===== config.mk =====
export PLATFORM = sky130hd
export DESIGN_NAME = bcd_counter_7seg_mux
export DESIGN_NICKNAME = d
export VERILOG_FILES = /design/src/rtl/bcd_counter_7seg_mux.sv
export SDC_FILE = /design/constraint.sdc
export NUM_CORES = 1
export LEC_CHECK = 0
export CAP_MARGIN = 40
export CORE_MARGIN = 2
export CORE_UTILIZATION = 50
export CTS_CLUSTER_DIAMETER = 40
export DETAILED_ROUTE_END_ITERATION = 10
export PLACE_DENSITY = 0.74
export SKIP_CTS_REPAIR_TIMING = 1
export SLEW_MARGIN = 25
export SYNTH_ARGS = -nofsm -noshare
export SYNTH_HDL_FRONTEND = slang
export SYNTH_SLANG_ARGS = --single-unit

===== constraint.sdc =====
create_clock -name clk -period 2.05 [get_ports clk]
set_clock_uncertainty 0.15 [all_clocks]
set_input_delay 0.3075 -clock clk [delete_from_list [all_inputs] [get_ports clk]]
set_output_delay 0.3075 -clock clk [all_outputs]
set_load 0.05 [all_outputs]

===== src/rtl/bcd_counter_7seg_mux.sv =====
`timescale 1ns/1ps
// bcd_counter_7seg_mux
// N-digit BCD up/down counter with a multiplexed 7-segment display driver.
//
// Parameters:
//   CLK_HZ, COUNT_HZ, SCAN_HZ : clock, count-tick and digit-step rates.
//                               CLK_HZ/COUNT_HZ and CLK_HZ/SCAN_HZ must be >= 2.
//   DIGITS                    : number of digits, 1..8
//   SEG_ACTIVE_LOW            : 1 = segment lit when its output bit is 0
//   DIG_ACTIVE_LOW            : 1 = digit enabled when its output bit is 0
//
// Ports:
//   clk, rst_n   : clock; asynchronous active-low reset, release synchronised
//   en           : count enable (also gates the count prescaler)
//   up           : 1 = count up, 0 = count down
//   clr          : synchronous clear of count and count prescaler
//   blank_lz     : leading-zero blanking enable
//   dp_mask      : per-digit decimal point, bit i = digit i
//   seg          : registered segment drive {dp,g,f,e,d,c,b,a}
//   digit        : registered one-hot digit enable, bit 0 = units
//   value        : BCD count, nibble i = digit i
//   wrap         : one-cycle pulse on all-nines/all-zero wrap-around
//
// rst_n release passes through a two-flop synchroniser; all cycle counts
// (first scan step after SCAN_DIV cycles, first tick after CNT_DIV cycles)
// are measured from the internal release, two clk edges after rst_n rises.
module bcd_counter_7seg_mux #(
  parameter int unsigned CLK_HZ         = 12_000_000,
  parameter int unsigned COUNT_HZ       = 1,
  parameter int unsigned SCAN_HZ        = 1000,
  parameter int unsigned DIGITS         = 4,
  parameter bit          SEG_ACTIVE_LOW = 1'b1,
  parameter bit          DIG_ACTIVE_LOW = 1'b1
) (
  input  logic                  clk,
  input  logic                  rst_n,
  input  logic                  en,
  input  logic                  up,
  input  logic                  clr,
  input  logic                  blank_lz,
  input  logic [DIGITS-1:0]     dp_mask,
  output logic [7:0]            seg,
  output logic [DIGITS-1:0]     digit,
  output logic [4*DIGITS-1:0]   value,
  output logic                  wrap
);

  localparam int unsigned CNT_DIV  = CLK_HZ / COUNT_HZ;
  localparam int unsigned SCAN_DIV = CLK_HZ / SCAN_HZ;
  localparam int unsigned CNT_W    = $clog2(CNT_DIV);
  localparam int unsigned SCAN_W   = $clog2(SCAN_DIV);
  localparam int unsigned P_W      = (DIGITS > 1) ? $clog2(DIGITS) : 1;

  localparam logic [7:0]        SEG_OFF = {8{SEG_ACTIVE_LOW}};
  localparam logic [DIGITS-1:0] DIG_OFF = {DIGITS{DIG_ACTIVE_LOW}};

  // Active-low a..g pattern for one BCD digit; out-of-range codes show nothing.
  function automatic logic [6:0] seg_decode(input logic [3:0] d);
    logic [6:0] s;
    case (d)
      4'd0:    s = 7'h40;
      4'd1:    s = 7'h79;
      4'd2:    s = 7'h24;
      4'd3:    s = 7'h30;
      4'd4:    s = 7'h19;
      4'd5:    s = 7'h12;
      4'd6:    s = 7'h02;
      4'd7:    s = 7'h78;
      4'd8:    s = 7'h00;
      4'd9:    s = 7'h10;
      default: s = 7'h7F;
    endcase
    return s;
  endfunction

  // Reset synchroniser: asserts immediately, releases after two edges.
  logic [1:0] rst_sync_q;
  logic       rst_int_n;

  always_ff @(posedge clk or negedge rst_n) begin
    if (!rst_n) rst_sync_q <= 2'b00;
    else        rst_sync_q <= {rst_sync_q[0], 1'b1};
  end

  assign rst_int_n = rst_sync_q[1];

  // Count prescaler, frozen while en=0.
  logic [CNT_W-1:0] cnt_q;
  logic             tick_c;

  assign tick_c = en && (cnt_q == CNT_W'(CNT_DIV - 1));

  always_ff @(posedge clk or negedge rst_int_n) begin
    if (!rst_int_n)  cnt_q <= '0;
    else if (clr)    cnt_q <= '0;
    else if (tick_c) cnt_q <= '0;
    else if (en)     cnt_q <= cnt_q + CNT_W'(1);
  end

  // Ripple carry/borrow across BCD digits; carry out of the top digit is wrap.
  logic [DIGITS-1:0][3:0] value_q;
  logic [DIGITS-1:0][3:0] val_step_c;
  logic                   carry_c;

  always_comb begin
    val_step_c = value_q;
    carry_c    = 1'b1;
    for (int i = 0; i < int'(DIGITS); i++) begin
      if (carry_c) begin
        if (up) begin
          if (value_q[i] == 4'd9) begin
            val_step_c[i] = 4'd0;
          end else begin
            val_step_c[i] = value_q[i] + 4'd1;
            carry_c       = 1'b0;
          end
        end else begin
          if (value_q[i] == 4'd0) begin
            val_step_c[i] = 4'd9;
          end else begin
            val_step_c[i] = value_q[i] - 4'd1;
            carry_c       = 1'b0;
          end
        end
      end
    end
  end

  // Count register; clr wins over a coincident tick.
  always_ff @(posedge clk or negedge rst_int_n) begin
    if (!rst_int_n) begin
      value_q <= '0;
      wrap    <= 1'b0;
    end else if (clr) begin
      value_q <= '0;
      wrap    <= 1'b0;
    end else if (tick_c) begin
      value_q <= val_step_c;
      wrap    <= carry_c;
    end else begin
      wrap    <= 1'b0;
    end
  end

  assign value = value_q;

  // Free-running scan prescaler.
  logic [SCAN_W-1:0] scan_q;
  logic              step_c;

  assign step_c = (scan_q == SCAN_W'(SCAN_DIV - 1));

  always_ff @(posedge clk or negedge rst_int_n) begin
    if (!rst_int_n)  scan_q <= '0;
    else if (step_c) scan_q <= '0;
    else             scan_q <= scan_q + SCAN_W'(1);
  end

  // Next scan position; reset parks at the top digit so the first step shows 0.
  logic [P_W-1:0] p_q;
  logic [P_W-1:0] p_next_c;

  assign p_next_c = (p_q == P_W'(DIGITS - 1)) ? '0 : p_q + P_W'(1);

  // lz_c[i] = nibbles i..DIGITS-1 are all zero.
  logic [DIGITS-1:0] lz_c;
  logic              zero_run_c;

  always_comb begin
    lz_c       = '0;
    zero_run_c = 1'b1;
    for (int i = int'(DIGITS) - 1; i >= 0; i--) begin
      zero_run_c = zero_run_c && (value_q[i] == 4'd0);
      lz_c[i]    = zero_run_c;
    end
  end

  // Display word for the digit about to be selected.
  logic              blank_c;
  logic [7:0]        seg_al_c;
  logic [DIGITS-1:0] dig_hot_c;

  always_comb begin
    blank_c   = blank_lz && (p_next_c != '0) && lz_c[p_next_c];
    seg_al_c  = {~dp_mask[p_next_c], blank_c ? 7'h7F : seg_decode(value_q[p_next_c])};
    dig_hot_c = DIGITS'(1) << p_next_c;
  end

  // seg and digit load on the same edge so they never skew.
  always_ff @(posedge clk or negedge rst_int_n) begin
    if (!rst_int_n) begin
      p_q   <= P_W'(DIGITS - 1);
      seg   <= SEG_OFF;
      digit <= DIG_OFF;
    end else if (step_c) begin
      p_q   <= p_next_c;
      seg   <= SEG_ACTIVE_LOW ? seg_al_c  : ~seg_al_c;
      digit <= DIG_ACTIVE_LOW ? ~dig_hot_c : dig_hot_c;
    end
  end

endmodule


# Yosys cells after proc, flatten, opt, wreduce, memory -nomap -nowiden
# Memories as Yosys holds them, arrays and structs flattened.
# Index checks and enable logic that the tools add are counted.
op_classes:
  bitwise_logic: 2
  n_shift: 1
  n_addsub: 11
  eq_ne: 7
  n_reduce_logical: 19
  mux: 46
  n_lt_le_gt_ge: 1
ops:
  columns: ["cell", "count"]
  rows:
  - ["$mux 24", 3]
  - ["$mux 4", 16]
  - ["$mux 16", 2]
  - ["$add 24x1->24 const B", 1]
  - ["$eq 24x24->1 const B", 1]
  - ["$mux 1", 19]
  - ["$add 4x1->4 const B", 4]
  - ["$eq 4x4->1 const B", 4]
  - ["$logic_not 4->1", 4]
  - ["$sub 4x1->4 const B", 4]
  - ["$add 14x1->14 const B", 1]
  - ["$eq 14x14->1 const B", 1]
  - ["$mux 14", 1]
  - ["$reduce_bool 2->1", 5]
  - ["$bmux 4 s2", 1]
  - ["$mux 7", 1]
  - ["$logic_and 1x1->1", 6]
  - ["$reduce_and 2->1", 3]
  - ["$bmux 1 s2", 2]
  - ["$not 4->4", 1]
  - ["$shl 1x2->4 const A", 1]
  - ["$lt 2x3->1 const B", 1]
  - ["$reduce_bool 3->1", 1]
  - ["$add 2x1->2 const B", 1]
  - ["3 further kinds", 3]
word_totals:
  memories: 1
  word_cells: 99
  inputBits: 10
  output_inout_bits: 29
  mem_bits_ro: 112
  ff_bits: 71
memory_table:
  columns: ["memory", "depth", "width", "read_ports", "rd_clocked_by_memory_dff", "write_ports", "line", "source"]
  rows:
  - ["(name not given)", 16, 7, 1, 0, 0, "60", "case (d)"]

# Longest topological paths before layout
# Gate-level depths: netlist of the first run.
depth:
  ltp_word: 8
  depth_mapped: 13
  depth_no_buf: 11

# Least setup slack after synthesis of the first run
# No wires, ideal clock.
synth_path:
  path_kind: "reg-to-reg"
  from: "register p_q[0]"
  to: "register seg[2]"
  setup_time_ns: 0.073
  path_buffers: 2
  arrival_time_ns: 2.723
  t_required_ns: 1.827
  setup_slack_ns: -0.896
  synth_period_minus_slack_ns: 2.946
  stages_incl_launch_ff: 11
  path_cell_list: "dfstp_2 -> clkbuf_1 -> inv_1 -> ha_1 -> clkbuf_1 -> mux4_2 -> inv_1 -> ha_1 -> inv_1 -> or3_1 -> a21oi_1"
synth_between:
  elab_chain_cells: 6
  word_cells_on_any_way: 12
  classes_between: "1 x add/sub; 1 x eq/ne; 6 x mux; 3 x reduce/logical; 1 x memory"
synth_lines:
  columns: ["element", "line", "source"]
  rows:
  - ["from (decl)", "160", "logic [P_W-1:0] p_q;"]
  - ["from (signal assigned)", "192", "p_q <= P_W'(DIGITS - 1);"]
  - ["from (signal assigned)", "196", "p_q <= p_next_c;"]
  - ["$add 2x1->2 / $eq 2x2->1 (equally long branches)", "163", "assign p_next_c = (p_q == P_W'(DIGITS - 1)) ? '0 : p_q + P_W'(1);"]
  - ["$mux 2 (*)", "163", null]
  - ["net p_next_c[1]", "161", "logic [P_W-1:0] p_next_c;"]
  - ["$bmux 4 s2 (tied with other cells)", "185", "seg_al_c = {~dp_mask[p_next_c], blank_c ? 7'h7F : seg_decode(value_q[p_next_c])};"]
  - ["$mux 4 (implied by the code) (tied with other cells)", "185", null]
  - ["$mem_v2 16x7 / $logic_and 1x1->1 (equally long branches)", null, null]
  - ["$mux 7 (*)", "185", null]
  - ["to (signal assigned)", "197", "seg <= SEG_ACTIVE_LOW ? seg_al_c : ~seg_al_c;"]
  - ["to (decl)", "42", "output logic [7:0] seg,"]
# The timed path passes the listed nets; every way through them passes the cells marked *. The select of a mux whose other input is x is not followed.
# A chain may end at the register's enable or synchronous reset.

# Worst setup path in the final report of the first run
layout_path:
  from: "register p_q[0]"
  to: "register seg[5]"
# The elaborated chain is that of the path after synthesis.

==> summary.md, run 1 <==
| Metric | Value |
|---|---|
| Avg Cell Area, Syn | `slightly above 9 um^2` |
| Commonest non-fill, non-tap cell in the layout | `buf_4` |
| Multiplexer share of the synthesized area | `3.031%` |
| Period minus WS final | `~2200 ps` |
| Via count | `around 3800` |
| Critical R2R Capture | `seg[5]` |
| Adder-cell share of the synthesized area | `between 3 and 4%` |
| RSZ-0062 raised after global routing | `true` |
| ANT cells | `0` |
| VDD IR-drop max | `between 0.0003 and 0.0004 V` |
| Crit end category | `flop` |
| Post-synth EDFFs | `0` |
| Slowest CP cell | `dfstp_2` |
| Clk sinks | `a little over 70` |
| Largest net degree at the start of global routing | `between 40 and 50` |
| Worst-Margin Slew | `slightly below 600 ps` |
| Starting Density | `between 50% and 60%` |
| Relative slew slack | `61.54%` |
| Sequential cell area | `about 0.0018 mm^2` |
| Final setup viols | `7` |
| Overflow after GRT | `0` |
| Crit path cell chain | `inv_4 -> ha_4 -> buf_4 -> mux4_2 -> o21a_1 -> nor3_4 -> a21oi_1` |
| Worst-Skew Late Latency | `360 ps` |
| Placed cell area | `between 0.005 and 0.006 mm^2` |
| Synth area leaders | `dfrtp_1 (33%), dfstp_2 (8.6%), xor2_1 (5.3%), nor2_1 (5.0%), nand2_1 (4.0%)` |
| Largest family of logic cells by synthesized area | `simple AND/OR/NAND/NOR gates` |
| Post-synthesis xor/xnor area fraction | `approximately 8.4%` |
| Synth Register Bits | `just over 70` |
| Pleak | `~2.5 nW` |
| Number of CTS-inserted buffers | `9` |
| Non-filler instance count after layout | `about 670` |
| Area added between synthesis and finish | `28.59%` |
| Ports | `39` |
| Failing checks | `setup timing` |
| Register area share after synthesis | `between 40% and 50%` |
| Clk slew on worst S/H paths | `around 80 ps` |
| Dominant cell type by area after synthesis | `dfrtp_1` |
| Post-synth ARST share | `100.0%` |
| Critical path type | `flop to flop` |
| Final Slew Violations | `0` |
| Core outline area | `around 0.0083 mm^2` |
| Max Freq | `roughly 450 MHz` |
| Worst-path fanout max | `8` |
| Worst EP required | `about 2200 ps` |
| Final #Nets | `roughly 580` |
| Dpl hpwl | `7230 um` |
| DR vias/cell | `around 5.7` |
| CP max stage delay | `between 500 and 600 ps` |
| Final Cell Area | `approximately 0.0055 mm^2` |
| First-pass iteration count of the detailed router | `5` |
| Largest delay contributor family on the critical path | `flip-flops` |
| Filler Cells Inserted | `678` |
| Outcome | `finished, violations left` |
| Setup crit start kind | `flop` |
| FF-to-FF path depth | `7` |
| Max-cap violation count | `0` |
| Die ar. | `a little over 0.009 mm^2` |
| Root Buffer | `clkbuf_8` |
| Layout cells sized above 1 | `between 20 and 30%` |
| CTS tree | `yes` |
| Final WS setup | `-170.3 ps` |
| Bufs and invs on worst path | `2` |
| GPL Wtd Cong | `roughly 0.85` |
| Post-Syn Nets | `491` |
| Post-synth top flop | `dfrtp_1` |
| Reg-to-Reg Start | `p_q[0]` |
| Register-to-register setup slack | `-170 ps` |
| Commonest non-fill, non-tap cells in the layout | `buf_4 (92), nor2_1 (57), dfrtp_1 (53)` |
| Remaining DRCs | `0` |
| Final period util | `108.3%` |
| Number of global-route vias before repair | `between 3000 and 4000` |
| Die W | `96.66 um` |
| Drt wl/cell | `15.31 um` |
| Synthesized area | `about 0.0043 mm^2` |
| Final WL | `slightly above 10000 um` |
| Synth Area in Compound Gates | `12.65%` |
| Inst Count DP | `around 640` |
| Power Density | `524.3 mW/mm^2` |
| H-tree depth | `3` |
| Total track usage | `around 22%` |
| Antenna-violating nets left | `0` |
| Synth cell types | `62` |
| Max clock buf depth | `2` |
| Mapped Cells | `between 400 and 500` |
| Synth top area share | `between 30% and 40%` |
| Hold_ws | `between 100 and 150 ps` |
| Die Span Y | `about 97 um` |
| Final hold vios | `0` |
| Area occupied by multi-input gates | `between 0.002 and 0.0025 mm^2` |
| Initial antenna violation count | `0` |
| First-pass GRT wire length | `~18000 um` |
| IO buf count | `38` |
| Synth Warn # | `0` |
| Arr. time, crit path | `between 2000 and 2500 ps` |
| DRT iter0 DRCs | `roughly 230` |
| Hold Path Class | `flop to asynchronous set/reset pin` |
| Synth Area in Simple Gates | `about a quarter` |
| Row count | `33` |
## cell families after synthesis
logic type / after synthesis
simple gates: 209
fa+ha+maj: 12
buf+inv: 46
mux: 8
compound gates: 81
xor+xnor: 41
flops: 71
other cells: 1
## flip-flops by register name, summed over array words and instances (netlist names)
name and count:
value 16, p_q 2, cnt_q 24, rst_sync_q 2
seg 8, scan_q 14, digit 4, wrap 1
## cells in the mapped netlist, drive strengths merged (5+ instances only)
cell type,number
and2,5
nand4,15
nand2,46
o2111ai,5
ha,12
and4,5
a21oi,20
and3,14
dfrtp,57
nor3,13
nor2,57
inv,16
nand2b,5
nand3,21
dfstp,14
or3,7
xor2,26
clkbuf,20
nor4,7
buf,10
xnor2,15
o21ai,21
## layer usage
layer	vias up	track usage, %	share of wire [%]
met3	12	3.974	4.0
met1	1857	29.80	45
li1	1839	-	-
met5	-	0	0
met2	97	37.93	50
met4	0	5.959	1.3
## final cells by class
cell class                      count  share of cell area [%]
Clock inverter                      5                   1.473
Clock buffer                       11                   2.561
Sequential cell                    71                   32.59
Tap cell                          105                   2.380
Inverter                           16                   1.133
Timing Repair Buffer              109                   16.21
Multi-Input combinational cell    352                   43.65
## how the worst max path moves through the flow
stage	to	slack, ps	from	cells after the start
2_1_floorplan	seg[2]	-310	p_q[0]	10
6_report	seg[5]	-170	p_q[0]	7
5_1_grt	seg[2]	-260	p_q[0]	9
3_3_place_gp	value[15]	-170	en	8
4_1_cts	seg[5]	-190	p_q[1]	9
3_5_place_dp	value[6]	-240	up	6
## report_power, final
group          switching [mW]  internal (mW)
sequential            0.00780           1.42
clock                   0.547          0.719
combinational           0.122         0.0761
## per-stage QoR
| stage | power [mW] | utilization [%] | setup slack (ps) | setup TNS (ps) |
|---|---|---|---|---|
| finish | 2.894 | 66.85 | -170.3 | -1090 |
| global route | 2.998 | 66.85 | -256.7 | -1686 |
| CTS | 2.912 | 65.23 | -194.3 | -1438 |
| detailed placement | 1.652 | 62.53 | -244.2 | -3183 |
| global placement | 1.647 | 62.53 | -170.5 | -2186 |
| floorplan | 1.571 | - | -313.2 | -1547 |
Note: power is estimated with default switching activity, not from simulation.
==> run 2: changes to the inputs <==
Settings changed: CORE_UTILIZATION 50 to 60, MAX_ROUTING_LAYER set to met4, PLACE_DENSITY 0.74 to 0.83.
Clock period 2.05 ns to 2.7 ns, I/O delays scaled along.
==> run 2 against run 1 <==
  * The flow now finishes without violations
  * Cell count down 10%
  * Setup slack better by 320 ps
  * Sequential power down 24%
  * Global-route usage up 4.9 points
  * Combinational power decreased by 31%
  * Register-to-register slack better by 320 ps
  * Sequential cell count did not move
  * Critical path depth up 1
  * Die area is 16% lower
==> summary.md, run 2 (same netlist as run 1, synthesis figures left out) <==
| Metric | Value |
|---|---|
| ANT cells | `0` |
| Setup WS pre-CTS | `147.1 ps` |
| Max clock buf depth | `2` |
| DRT iter0 DRCs | `180` |
| Inst Count DP | `about 600` |
| Antenna-violating nets left | `0` |
| Remaining DRCs | `0` |
| Biggest register | `cnt_q` |
| Final Slew Violations | `0` |
| Critical path type | `flop to flop` |
| Register-to-register setup slack | `roughly 150 ps` |
| Arr. time, crit path | `2680 ps` |
| Hold_ws | `62.55 ps` |
| Setup_tns | `0 ps` |
| Max reg flops | `24` |
| Commonest non-fill, non-tap cells in the layout | `nor2_1 (57), dfrtp_1 (56), nand2_1 (46)` |
| Largest net degree at the start of global routing | `37` |
| CTS tree | `yes` |
| Final hold vios | `0` |
| Bufs and invs on worst path | `3` |
| Outcome | `finished, final reports clean` |
| Crit end category | `flop` |
| Commonest non-fill, non-tap cell in the layout | `nor2_1` |
| Cell mode on critical path | `inv_1` |
| Reg-to-Reg Start | `p_q[1]` |
| Max Freq | `392.0 MHz` |
| Total track usage | `a little over a quarter` |
| Core Util, Final | `72.70%` |
| Final period util | `between 90% and 100%` |
| Worst-path fanout max | `8` |
| Final WL | `between 9000 and 10000 um` |
| Area added between synthesis and finish | `16.32%` |
| Crit path cell chain | `inv_1 -> ha_2 -> mux4_2 -> inv_1 -> ha_1 -> inv_1 -> or3_1 -> a21oi_1` |
| Via count | `3539` |
| Core outline area | `around 0.0069 mm^2` |
| Pleak | `2.089 nW` |
| Number of global-route vias before repair | `3395` |
| Die Span Y | `88.59 um` |
| Worst-Margin Slew | `600.0 ps` |
| Drt wl/cell | `~15 um` |
| Setup crit start kind | `flop` |
| Power Density | `roughly 440 mW/mm^2` |
| RSZ-0062 raised after global routing | `false` |
| Final #Nets | `522` |
| Final WS setup | `between 100 and 150 ps` |
| Crit path from | `p_q[1]` |
| Non-filler instance count after layout | `about 600` |
| VDD IR-drop max | `approximately 0.00042 V` |
| Period minus WS final | `about 2600 ps` |
| Clk slew on worst S/H paths | `about 80 ps` |
| Die ar. | `just under 0.008 mm^2` |
| Hold Path Class | `input port to asynchronous set/reset pin` |
| Final setup viols | `0` |
| GPL Wtd Cong | `between 0.8 and 0.9` |
| Relative slew slack | `between 60 and 70%` |
| Ports | `39` |
| First-pass iteration count of the detailed router | `4` |
| Slowest CP cell | `dfstp_2` |
| CP max stage delay | `between 500 and 600 ps` |
| Critical R2R Capture | `seg[2]` |
| Overflow after GRT | `0` |
| Stages on worst setup path | `8` |
| Clk sinks | `71` |
| Die W | `between 80 and 90 um` |
| H-tree depth | `3` |
| Number of CTS-inserted buffers | `9` |
| Worst Setup EP | `seg[2]` |
| Root Buffer | `clkbuf_8` |
| Starting Density | `62.50%` |
| Dpl hpwl | `between 6000 and 7000 um` |
| Max-cap violation count | `0` |
| First-pass GRT wire length | `15990 um` |
| Worst EP required | `about 2800 ps` |
| Worst-Skew Late Latency | `around 350 ps` |
| FF-to-FF path depth | `8` |
| Layout cells sized above 1 | `roughly an eighth` |
| Largest delay contributor family on the critical path | `adder cells` |
| IO buf count | `38` |
| Initial antenna violation count | `0` |
| DR vias/cell | `a little under 6` |
| Row count | `30` |
==> run 2: cell types whose count changed in the layout (fill, tap and decap cells not counted), moves of 3 or more <==
cell	before	now
inv_2	3	0
clkdlybuf4s50_1	10	38
buf_6	3	0
dfrtp_1	53	56
buf_4	92	12
buf_12	3	0
dfrtp_2	4	1
inv_1	12	16
==> run 2: routing by layer <==
metal | vias up | part of all wire, % | global-route usage (%)
li1 | 1729 | - | -
met4 | 0 | 1.2 | 8.678
met1 | 1729 | 44 | 33.66
met5 | - | 0 | -
met2 | 71 | 50 | 44.09
met3 | 10 | 4.1 | 7.276
==> run 2: how the worst min path moves through the flow <==
stage,end,slack [ps],cells after the start
after CTS,rst_sync_q[0],50,1
after global routing,rst_sync_q[0],50,1
final,rst_sync_q[0],60,1
after detailed placement,value[9],170,1
after global placement,value[9],160,1
after floorplan,rst_sync_q[0],-40,0
==> run 2: layout make-up <==
cell class                 instances  area (um^2)
sequential                        71         1795
fill                             515         1876
inverter                          16        60.06
clock buffer                      11        141.4
clock inverter                     5        81.33
tap                               96        120.1
timing repair buffer              50        470.5
multi-input combinational        352         2325
==> run 2: report_power, final <==
| group | switching, mW | internal, mW |
|---|---|---|
| sequential | 0.00657 | 1.08 |
| combinational | 0.0884 | 0.0490 |
| clock | 0.409 | 0.546 |
==> run 2: metrics by stage <==
step | total power, mW | area, um^2
floorplan | 1.193 | 4295
global placement | 1.241 | 4762
detailed placement | 1.245 | 4762
CTS | 2.196 | 4985
global route | 2.255 | 4994
finish | 2.178 | 4994
==> run 3: changes to the inputs <==
Settings changed: CTS_CLUSTER_SIZE set to 8, GPL_TIMING_DRIVEN set to 0.
==> run 3 against run 2 <==
  * Cell count grew 3.3%
  * Critical path depth grew 1
  * Maximum frequency shrank 0.93%
  * Clock power shrank 9.3%
  * Critical path type unchanged
  * Highest routed layer unchanged
  * Core utilization grew 0.91 points
  * Largest cell class unchanged
==> summary.md, run 3 (same netlist as run 1, synthesis figures left out) <==
| Metric | Value |
|---|---|
| Biggest register | `cnt_q` |
| Max-cap violation count | `0` |
| Final WL | `about 9700 um` |
| Worst EP required | `between 2000 and 3000 ps` |
| DRT iter0 DRCs | `between 200 and 300` |
| Setup crit start kind | `flop` |
| Power Density | `about 410 mW/mm^2` |
| Layout cells sized above 1 | `a little under an eighth` |
| Worst-path fanout max | `9` |
| Hold Path Class | `flop to asynchronous set/reset pin` |
| First-pass GRT wire length | `15630 um` |
| Hold_ws | `54.72 ps` |
| CTS tree | `yes` |
| H-tree depth | `3` |
| Area occupied by multi-input gates | `~0.0023 mm^2` |
| Die W | `about 90 um` |
| Clk slew on worst S/H paths | `about 80 ps` |
| Die ar. | `~0.0078 mm^2` |
| Final hold vios | `0` |
| Crit end category | `flop` |
| Dpl hpwl | `slightly below 7000 um` |
| Ports | `39` |
| IO buf count | `38` |
| Via count | `around 3700` |
| VDD IR-drop max | `~0.0003 V` |
| Number of CTS-inserted buffers | `9` |
| Starting Density | `between 60 and 70%` |
| Max clock buf depth | `2` |
| Worst-Skew Late Latency | `between 300 and 400 ps` |
| Critical path type | `flop to flop` |
| First-pass iteration count of the detailed router | `5` |
| Root Buffer | `clkbuf_8` |
| Final setup viols | `0` |
| Final #Nets | `~540` |
| Commonest non-fill, non-tap cell in the layout | `nor2_1` |
| Core Util, Final | `about three quarters` |
| RSZ-0062 raised after global routing | `false` |
| Commonest non-fill, non-tap cells in the layout | `nor2_1 (57), dfrtp_1 (56), nand2_1 (45)` |
| GPL Wtd Cong | `roughly 0.93` |
| Antenna-violating nets left | `0` |
| Core outline area | `0.006869 mm^2` |
| Row count | `30` |
| Relative slew slack | `roughly 56%` |
| Arr. time, crit path | `roughly 2700 ps` |
| Final Slew Violations | `0` |
| Total track usage | `26.56%` |
| Period minus WS final | `2575 ps` |
| Pleak | `around 2.1 nW` |
| Worst-Margin Slew | `655.1 ps` |
| Max reg flops | `24` |
| Drt wl/cell | `~16 um` |
| Sequential cell area | `around 0.0018 mm^2` |
| Die Span Y | `between 80 and 90 um` |
| ANT cells | `0` |
| Outcome | `finished, final reports clean` |
| Clk sinks | `about 70` |
| DR vias/cell | `roughly 5.9` |
| Largest net degree at the start of global routing | `53` |
| Max Freq | `388.4 MHz` |
| Filler Cells Inserted | `520` |
| Final period util | `95.36%` |
| Area added between synthesis and finish | `17.78%` |
| Overflow after GRT | `0` |
| Initial antenna violation count | `0` |
| Number of global-route vias before repair | `3482` |
| Remaining DRCs | `0` |
-- run 3: critical path, cell delays in order (launching register included) --
cell and delay [ps]:
dfstp_4 640, inv_1 70, ha_1 280, buf_4 180, mux4_2 360, inv_2 110
ha_1 140, inv_1 40, or3_1 370, a21oi_1 160
-- run 3: per-layer routing --
metal	up-vias	part of all wire (%)	GRT usage, %
met2	118	49	42.52
met5	-	0	-
met3	26	5.4	3.265
met1	1780	44	33.68
li1	1764	-	-
met4	0	2.4	12.53
-- run 3: cell type report --
type / instances / area share, %
Timing Repair Buffer: 41 / 8.364
Tap cell: 96 / 2.376
Clock buffer: 9 / 2.450
Buffer: 29 / 2.425
Multi-Input combinational cell: 352 / 45.98
Sequential cell: 71 / 35.63
Inverter: 16 / 1.188
Clock inverter: 7 / 1.584
-- run 3: metrics by stage --
stage               TNS, ps  worst slack (ps)  area (um^2)  std cells  power, mW
finish                    0             125.4         5056        621      2.094
global route              0             14.99         5056        621      2.175
global placement     -15210            -259.0         4796        603      1.238
detailed placement    -1982            -284.9         4827        604      1.248
CTS                   -1999            -309.1         5031        620      2.115
floorplan                 0             55.12         4295        469      1.193
-- run 3: path summary, 6_finish.rpt --
kind                                    start       endpoint  slack, ps  cells after the start
max in group asynchronous       rst_sync_q[1]         seg[1]       1760                      1
worst min register to register  rst_sync_q[1]      value[11]         50                      0
worst min-delay path            rst_sync_q[1]      value[11]         50                      0
min in group clk                rst_sync_q[0]  rst_sync_q[1]        220                      0
worst max register to register         p_q[0]         seg[2]        130                      9
worst max-delay path                   p_q[0]         seg[2]        130                      9
-- run 3: power by group --
| group | switching (mW) | internal [mW] |
|---|---|---|
| clock | 0.431 | 0.435 |
| sequential | 0.0119 | 1.08 |
| combinational | 0.0875 | 0.0486 |
